## config.mk

```make
export PLATFORM = sky130hd
export DESIGN_NAME = dm_arbiter
export DESIGN_NICKNAME = d
export VERILOG_FILES = /design/src/rtl/dm_arbiter_pkg.sv /design/src/rtl/dm_be_merge.sv /design/src/rtl/dm_arbiter.sv
export SDC_FILE = /design/constraint.sdc
export NUM_CORES = 1
export LEC_CHECK = 0
export CAP_MARGIN = 10
export CORE_MARGIN = 2
export CORE_UTILIZATION = 40
export DETAILED_ROUTE_END_ITERATION = 8
export MAX_ROUTING_LAYER = met4
export PLACE_DENSITY = 0.75
export SYNTH_ARGS = -nofsm -noshare
export SYNTH_HDL_FRONTEND = slang
export SYNTH_HIERARCHICAL = 1
export SYNTH_SLANG_ARGS = --single-unit
```

## constraint.sdc

```tcl
create_clock -name clk -period 12.4 [get_ports clk]
set_input_delay 2.48 -clock clk [delete_from_list [all_inputs] [get_ports clk]]
set_output_delay 2.48 -clock clk [all_outputs]
set_load 0.1 [all_outputs]
```

## src/rtl/dm_arbiter_pkg.sv

```systemverilog
// Shared definitions for the data-memory arbiter.
//   state_t        : arbiter FSM states
//   BE_WORD        : byte-enable pattern of a full-word access
//   BE_NONE        : byte-enable pattern of a write that touches no lane
//   first_state()  : state entered from IDLE for a freshly granted request
package dm_arbiter_pkg;

  typedef enum logic [2:0] {
    ST_IDLE   = 3'd0,
    ST_ACCESS = 3'd1,
    ST_RMW_RD = 3'd2,
    ST_RMW_WR = 3'd3,
    ST_DONE   = 3'd4
  } state_t;

  localparam logic [3:0] BE_WORD = 4'b1111;
  localparam logic [3:0] BE_NONE = 4'b0000;

  // Reads and full-word writes go straight to memory, empty writes complete
  // without touching memory, anything else needs a read-modify-write.
  function automatic state_t first_state(input logic we, input logic [3:0] be);
    if (!we || be == BE_WORD) return ST_ACCESS;
    else if (be == BE_NONE)   return ST_DONE;
    else                      return ST_RMW_RD;
  endfunction

endpackage

```

## src/rtl/dm_be_merge.sv

```systemverilog
// Byte-lane merge of a new word into an old word.
//   i_old    : word currently held in memory
//   i_new    : lane-aligned store data
//   i_be     : byte enables, bit i selects i_new[8i+7:8i]
//   o_merged : i_new lanes where enabled, i_old lanes elsewhere
module dm_be_merge (
  input  logic [31:0] i_old,
  input  logic [31:0] i_new,
  input  logic [3:0]  i_be,
  output logic [31:0] o_merged
);

  always_comb begin
    o_merged = i_old;
    for (int i = 0; i < 4; i++) begin
      if (i_be[i]) o_merged[8*i +: 8] = i_new[8*i +: 8];
    end
  end

endmodule

```

## src/rtl/dm_arbiter.sv

```systemverilog
// Round-robin arbiter sharing a single-port data memory between the MEM
// stage (port 0) and the debug/bridge loader (port 1). Reads and full-word
// writes take one memory cycle; partial stores run a read-modify-write.
//   clk, reset            : clock, asynchronous active-high reset
//   m0_* / m1_*           : req/ack requester ports (req held until ack)
//   mem_re, mem_we        : memory read strobe / write strobe (commit at edge)
//   mem_addr, mem_wdata   : word address (bits[1:0]=0) and write word
//   mem_rdata             : combinational read data from memory
module dm_arbiter
  import dm_arbiter_pkg::*;
#(
  parameter int MEM_AW = 10
) (
  input  logic        clk,
  input  logic        reset,
  input  logic        m0_req,
  input  logic        m0_we,
  input  logic [31:0] m0_addr,
  input  logic [31:0] m0_wdata,
  input  logic [3:0]  m0_be,
  output logic        m0_ack,
  output logic [31:0] m0_rdata,
  input  logic        m1_req,
  input  logic        m1_we,
  input  logic [31:0] m1_addr,
  input  logic [31:0] m1_wdata,
  input  logic [3:0]  m1_be,
  output logic        m1_ack,
  output logic [31:0] m1_rdata,
  output logic        mem_re,
  output logic        mem_we,
  output logic [31:0] mem_addr,
  output logic [31:0] mem_wdata,
  input  logic [31:0] mem_rdata
);

  state_t      r_state;
  state_t      w_state_nxt;
  logic        r_last;
  logic        r_owner;
  logic        r_we;
  logic [31:0] r_addr;
  logic [31:0] r_wdata;
  logic [3:0]  r_be;
  logic [31:0] r_buf;
  logic [31:0] r_m0_rdata;
  logic [31:0] r_m1_rdata;

  logic        w_any_req;
  logic        w_pick;
  logic        w_req_we;
  logic [3:0]  w_req_be;
  logic        w_grant;
  logic        w_cap_rd;
  logic        w_cap_buf;
  logic [31:0] w_merged;
  logic [31:0] w_word_addr;

  // On a tie the port that was not served last wins; otherwise whoever asks.
  assign w_any_req = m0_req | m1_req;
  assign w_pick    = (m0_req & m1_req) ? ~r_last : m1_req;
  assign w_req_we  = w_pick ? m1_we : m0_we;
  assign w_req_be  = w_pick ? m1_be : m0_be;

  dm_be_merge u_merge (
    .i_old    (r_buf),
    .i_new    (r_wdata),
    .i_be     (r_be),
    .o_merged (w_merged)
  );

  // The memory indexes [MEM_AW+1:2]; upper bits are forwarded untouched so
  // the memory can decode them itself.
  assign w_word_addr = r_addr & 32'hFFFF_FFFC;
  assign mem_addr    = {w_word_addr[31:MEM_AW+2], w_word_addr[MEM_AW+1:2],
                        w_word_addr[1:0]};

  always_ff @(posedge clk or posedge reset) begin
    if (reset) r_state <= ST_IDLE;
    else       r_state <= w_state_nxt;
  end

  // Strobes depend on the registered state only, so an asynchronous reset
  // drops them at once and aborts any access in flight.
  always_comb begin
    w_state_nxt = r_state;
    w_grant     = 1'b0;
    w_cap_rd    = 1'b0;
    w_cap_buf   = 1'b0;
    mem_re      = 1'b0;
    mem_we      = 1'b0;
    mem_wdata   = r_wdata;
    case (r_state)
      ST_IDLE: begin
        if (w_any_req) begin
          w_grant     = 1'b1;
          w_state_nxt = first_state(w_req_we, w_req_be);
        end
      end
      ST_ACCESS: begin
        mem_re      = ~r_we;
        mem_we      = r_we;
        w_cap_rd    = ~r_we;
        w_state_nxt = ST_DONE;
      end
      ST_RMW_RD: begin
        mem_re      = 1'b1;
        w_cap_buf   = 1'b1;
        w_state_nxt = ST_RMW_WR;
      end
      ST_RMW_WR: begin
        mem_we      = 1'b1;
        mem_wdata   = w_merged;
        w_state_nxt = ST_DONE;
      end
      ST_DONE:  w_state_nxt = ST_IDLE;
      default:  w_state_nxt = ST_IDLE;
    endcase
  end

  // Latched request and per-port read data. r_last starts at 1 so port 0
  // wins the first tie.
  always_ff @(posedge clk or posedge reset) begin
    if (reset) begin
      r_last     <= 1'b1;
      r_owner    <= 1'b0;
      r_we       <= 1'b0;
      r_addr     <= '0;
      r_wdata    <= '0;
      r_be       <= '0;
      r_m0_rdata <= '0;
      r_m1_rdata <= '0;
    end else begin
      if (w_grant) begin
        r_last  <= w_pick;
        r_owner <= w_pick;
        r_we    <= w_req_we;
        r_addr  <= w_pick ? m1_addr  : m0_addr;
        r_wdata <= w_pick ? m1_wdata : m0_wdata;
        r_be    <= w_req_be;
      end
      if (w_cap_rd) begin
        if (r_owner) r_m1_rdata <= mem_rdata;
        else         r_m0_rdata <= mem_rdata;
      end
    end
  end

  // Merge buffer is pure data; it is always written before being used.
  always_ff @(posedge clk) begin
    if (w_cap_buf) r_buf <= mem_rdata;
  end

  assign m0_ack   = (r_state == ST_DONE) && !r_owner;
  assign m1_ack   = (r_state == ST_DONE) &&  r_owner;
  assign m0_rdata = r_m0_rdata;
  assign m1_rdata = r_m1_rdata;

endmodule

```

======== After elaboration in Yosys (flattened, before gate mapping) ========
Index checks and enable logic that the tools add are counted.
word-level totals
  input port bits ......................... 174
  output and inout bits ................... 132
  memory bits (read-only) ................. 0
  latch bits .............................. 0
  logic and storage cells ................. 51
  register bits ........................... 170
  memory bits (writable) .................. 0
  memories kept ........................... 0
cells by class
  multipliers ............................. 0
  reductions and logical operators ........ 10
  add/sub/neg operators ................... 0
  eq/ne operators ......................... 6
  div/mod/pow operators ................... 0
  bitwise gates (word level) .............. 5
  shifts and indexed selects .............. 0
  $lt $le $gt $ge ......................... 0
  multiplexer cells ....................... 20
operator list
  operator                                       number
  2-to-1 mux 32 bit                              3
  2-to-1 mux 8 bit                               4
  2-to-1 mux 3 bit                               3
  case mux 3 bit (3 select lines)                1
  == test 3 x 2 -> 1 bit, second input constant  2
  2-to-1 mux 1 bit                               6
  == test 4 bit, second input constant           1
  logical NOT 4 bit                              1
  2-to-1 mux 4 bit                               1
  case mux 1 bit (2 select lines)                2
  AND reduction 2 bit                            2
  == test 3 x 1 -> 1 bit, second input constant  1
  == test 3 bit, second input constant           1
  logical NOT 3 bit                              1
  NOT 1 bit                                      3
  logical AND 1 bit                              2
  logical NOT 1 bit                              2
  != test 2 bit, second input constant           1
  OR reduction 2 bit                             1
  AND 1 bit                                      1
  logical OR 1 bit                               1
  bitwise OR 1 bit                               1

======== Longest topological paths before layout ========
  depth in word-level cells ............... 8
  mapped depth ............................ 7
  mapped depth without buffers ............ 4

======== Hierarchy ========
Netlist, hierarchy kept.
by module, submodules not included
  module       cells an instance  seq. area each (µm²)  area an instance (µm²)  instances
  dm_arbiter   535                4365.4                7158.1                  1
  dm_be_merge  36                 0.0                   525.5                   1

======== Worst setup path before layout ========
No wires, ideal clock.
  path kind ............................... register to output
  start ................................... reg r_state[1]
  end ..................................... out m0_ack
  arrival time ............................ 3.632 ns
  stages on the path, launching flop included .. 3
  setup slack ............................. 6.288 ns
  data required time ...................... 9.920 ns
  buffers on the path ..................... 1
  cell sequence ........................... dfrtp_1 buf_6 nor4b_1
on the way
  cells in the longest elaborated chain, start to end .. 2
RTL lines
  element                   RTL line           text
  start: declaration        dm_arbiter.sv:37   state_t r_state;
  start signal: assignment  dm_arbiter.sv:80   else r_state <= w_state_nxt;
  == test 3 bit             dm_arbiter.sv:154  assign m0_ack = (r_state == ST_DONE) && !r_owner;
  logical AND 1 bit         dm_arbiter.sv:154
  end: declaration          dm_arbiter.sv:21   output logic m0_ack,
No other way between the ends.

======== Worst setup path after layout ========
  start ................................... reg r_state[1]
  end ..................................... out mem_wdata[11]
on the way
  cells in the longest elaborated chain, start to end .. 2
RTL lines
  element                 RTL line          text
  == test 3 x 2 -> 1 bit  dm_arbiter.sv:93  case (r_state)
  2-to-1 mux 32 bit       dm_arbiter.sv:93
  end: declaration        dm_arbiter.sv:33  output logic [31:0] mem_wdata,
No other way between the ends.

==> out/metrics.cfg <==
[finish]
multiInputGateArea_um2=3079
flow.area_growth_from_synthesis_pct=48.17
antenna_cells=0
register_area_um2=4365
nets=1029
fill_cells=1504
post_route_cells_drive_above_1_share_pct=20.05

[critical_path]
worstRegToRegCells=4
worst-r2r-setup-slack_ns=9.87
setup.worst_path.class=flip-flop to primary output
worstPathRequired_ns=9.92
critical_path_arrival_ns=2.91
path_max_fanout=32
critical_path.startpoint_type=flip-flop
setup.worst_path.end_class=primary output

[global_route]
grt_start_max_net_pins=82
groute.usage.overall_pct=19.99
gr-total-overflow=0
wire_length_of_the_first_global_routing_pass_um=30370
vias_in_the_first_global_route=5750
antenna_found_initial=0

[synth]
synth-edff-count=32
netlist.area_leader.share_pct=43.97
postSynth.asyncResetShare_pct=80.95
synth_sequential_area_ratio_pct=56.81
ys_warn_count=6
post_synth_instance_area_um2=7684
synth_area_leaders=sky130_fd_sc_hd__dfrtp_1 44%, sky130_fd_sc_hd__mux2_2 14%, sky130_fd_sc_hd__edfxtp_1 13%
yosys_most_used_dff=sky130_fd_sc_hd__dfrtp_1
synth_cell_types=32
avg_cell_area_syn_um2=13.46
post-synth-top-area-cell=sky130_fd_sc_hd__dfrtp_1
ys_seq_elements=168
leading_cell_type_by_number_of_instances_after_synthesis=sky130_fd_sc_hd__dfrtp_1
synthesis.instances=571
ys_top_cells_by_count=135 x sky130_fd_sc_hd__dfrtp_1, 94 x sky130_fd_sc_hd__mux2_2, 69 x sky130_fd_sc_hd__mux2i_1, 69 x sky130_fd_sc_hd__nand2_1, 40 x sky130_fd_sc_hd__o21ai_1

[placed_design]
buffer_ports.inserted=299
dp_hpwl_um=13570
gpl.final_weighted_congestion=0.7763

[die]
fp.dieW_um=142.6
initial_core_util_pct=40.94
dieHeight_um=142.6
floorplan.core_area_um2=18770
ioPinCount=306
fp-row-count=50
floorplan.die_area_um2=20330

[hold_path]
timing.hold.worst_path_depth=2
min-delay-path-class=flip-flop to flip-flop

[clocking]
skew_pair_late_insertion_delay_ns=0.42
postCtsSetupRepairBufs=0
cts_hold_buffers=0
cts.reportedPaths.clkPinSlew_ns=0.07
clock-sinks=168
cts.repair.resized=0
cts_root_buffer=sky130_fd_sc_hd__clkbuf_16
cts_inserted_buffers=17
max-clock-path-buffers=2
ctsHtreeMaxLevel=4
cts_tree=done

[routing]
drt_pre_antenna_iters=6
via_count=5442
metal_1_wl_um=8291
drt-total-wl_um=19470
route.detailed.drc=0
final_antenna_net_count=0
routed-wl-met3_um=1434
route.top_layer_used=met4
dr.first_iter.drc_count=222
route.met2.wl_um=9409
drt-wirelength-per-cell_um=17.67
avgViaCountPerCell=4.938

[timing]
period_share_pct=43.50
slew-limit-headroom_pct=28.40
fmax_ghz=0.1854
rsz_0062_raised_after_global_routing=false
final-hold-violation-count=0
worst-slew-pin-transition_ns=1.074
final-setup-viol-count=0
final.setup_skew_ns=0.01298
final_period_minus_worst_setup_slack_ns=5.394
final.setup.tns_ns=0
slew_violations=0

[run_status]
status=finished clean

[flow_run]
maxCapViolations=0

## logic make-up after synthesis
logic type             Yosys count  synth area share [%]
other                            1               0.04881
AO/OA/AOI/OAI                   73                 4.934
multiplexers                   199                 29.70
buffers and inverters           41                 3.468
flip-flops                     168                 56.81
AND/OR/NAND/NOR                 89                 5.032
## through the flow
step | setup slack, ns | util [%] | hold WS [ns] | std cells | area [um^2]
global placement | 7.156 | 57.42 | 0.4628 | 1070 | 10780
finish | 7.006 | 60.66 | 0.4788 | 1102 | 11380
CTS | 6.957 | 60.66 | 0.4846 | 1102 | 11380
global route | 6.872 | 60.66 | 0.5130 | 1102 | 11380
floorplan | 6.282 | - | 0.4661 | 572 | 7687
detailed placement | 7.175 | 57.42 | 0.4694 | 1070 | 10780
## cell type report
class	count	share of cell area (%)
clock inverters	15	1.605
repair buffers	304	26.62
clock buffers	17	3.737
flip-flops and latches	168	38.34
multi-input cells	363	27.05
well taps	234	2.572
inverters	1	0.07693
## worst max-delay path, cell delays in order, from the launching register on
cell and delay (ns):
sky130_fd_sc_hd__dfrtp_1 0.50, sky130_fd_sc_hd__nand3b_1 0.13, sky130_fd_sc_hd__buf_4 0.44, sky130_fd_sc_hd__mux2_2 0.26, sky130_fd_sc_hd__clkdlybuf4s50_1 1.15
## state kept, by name, summed over array words and instances (netlist names), 3 cells and up
name      cells
m0_rdata     32
m1_rdata     32
r_addr       30
r_be          4
r_buf        32
r_state       3
r_wdata      32
## metal layers
metal  up-vias  track usage, %
li1       2603               -
met4         0           6.670
met1      2619           23.62
met2       193           33.20
met3        27           5.451
met5         -               -
## cells in the final DEF, fill, tap and decap left out, drive strengths merged, types with 4 or more instances in the layout
cell type | synthesis | layout
nor2 | 5 | 5
nand2 | 69 | 69
mux2 | 130 | 130
o21ai | 69 | 69
nor4 | 4 | 4
inv | 1 | 10
mux2i | 69 | 69
buf | 31 | 5
clkdlybuf4s50 | 0 | 299
clkbuf | 9 | 17
edfxtp | 32 | 32
dfrtp | 135 | 135
## final timing paths
check,startpoint,endpoint
setup / recovery,r_state[1],mem_wdata[11]
hold / removal,r_addr[18],r_addr[18]
setup reg to reg,r_last,r_state[1]
hold reg to reg,r_addr[18],r_addr[18]
max in group asynchronous,reset,m0_rdata[18]
min in group asynchronous,reset,m0_rdata[29]
Power is not shown: default switching activity piles up to over one toggle a cycle in this logic, so the estimate is an artifact.
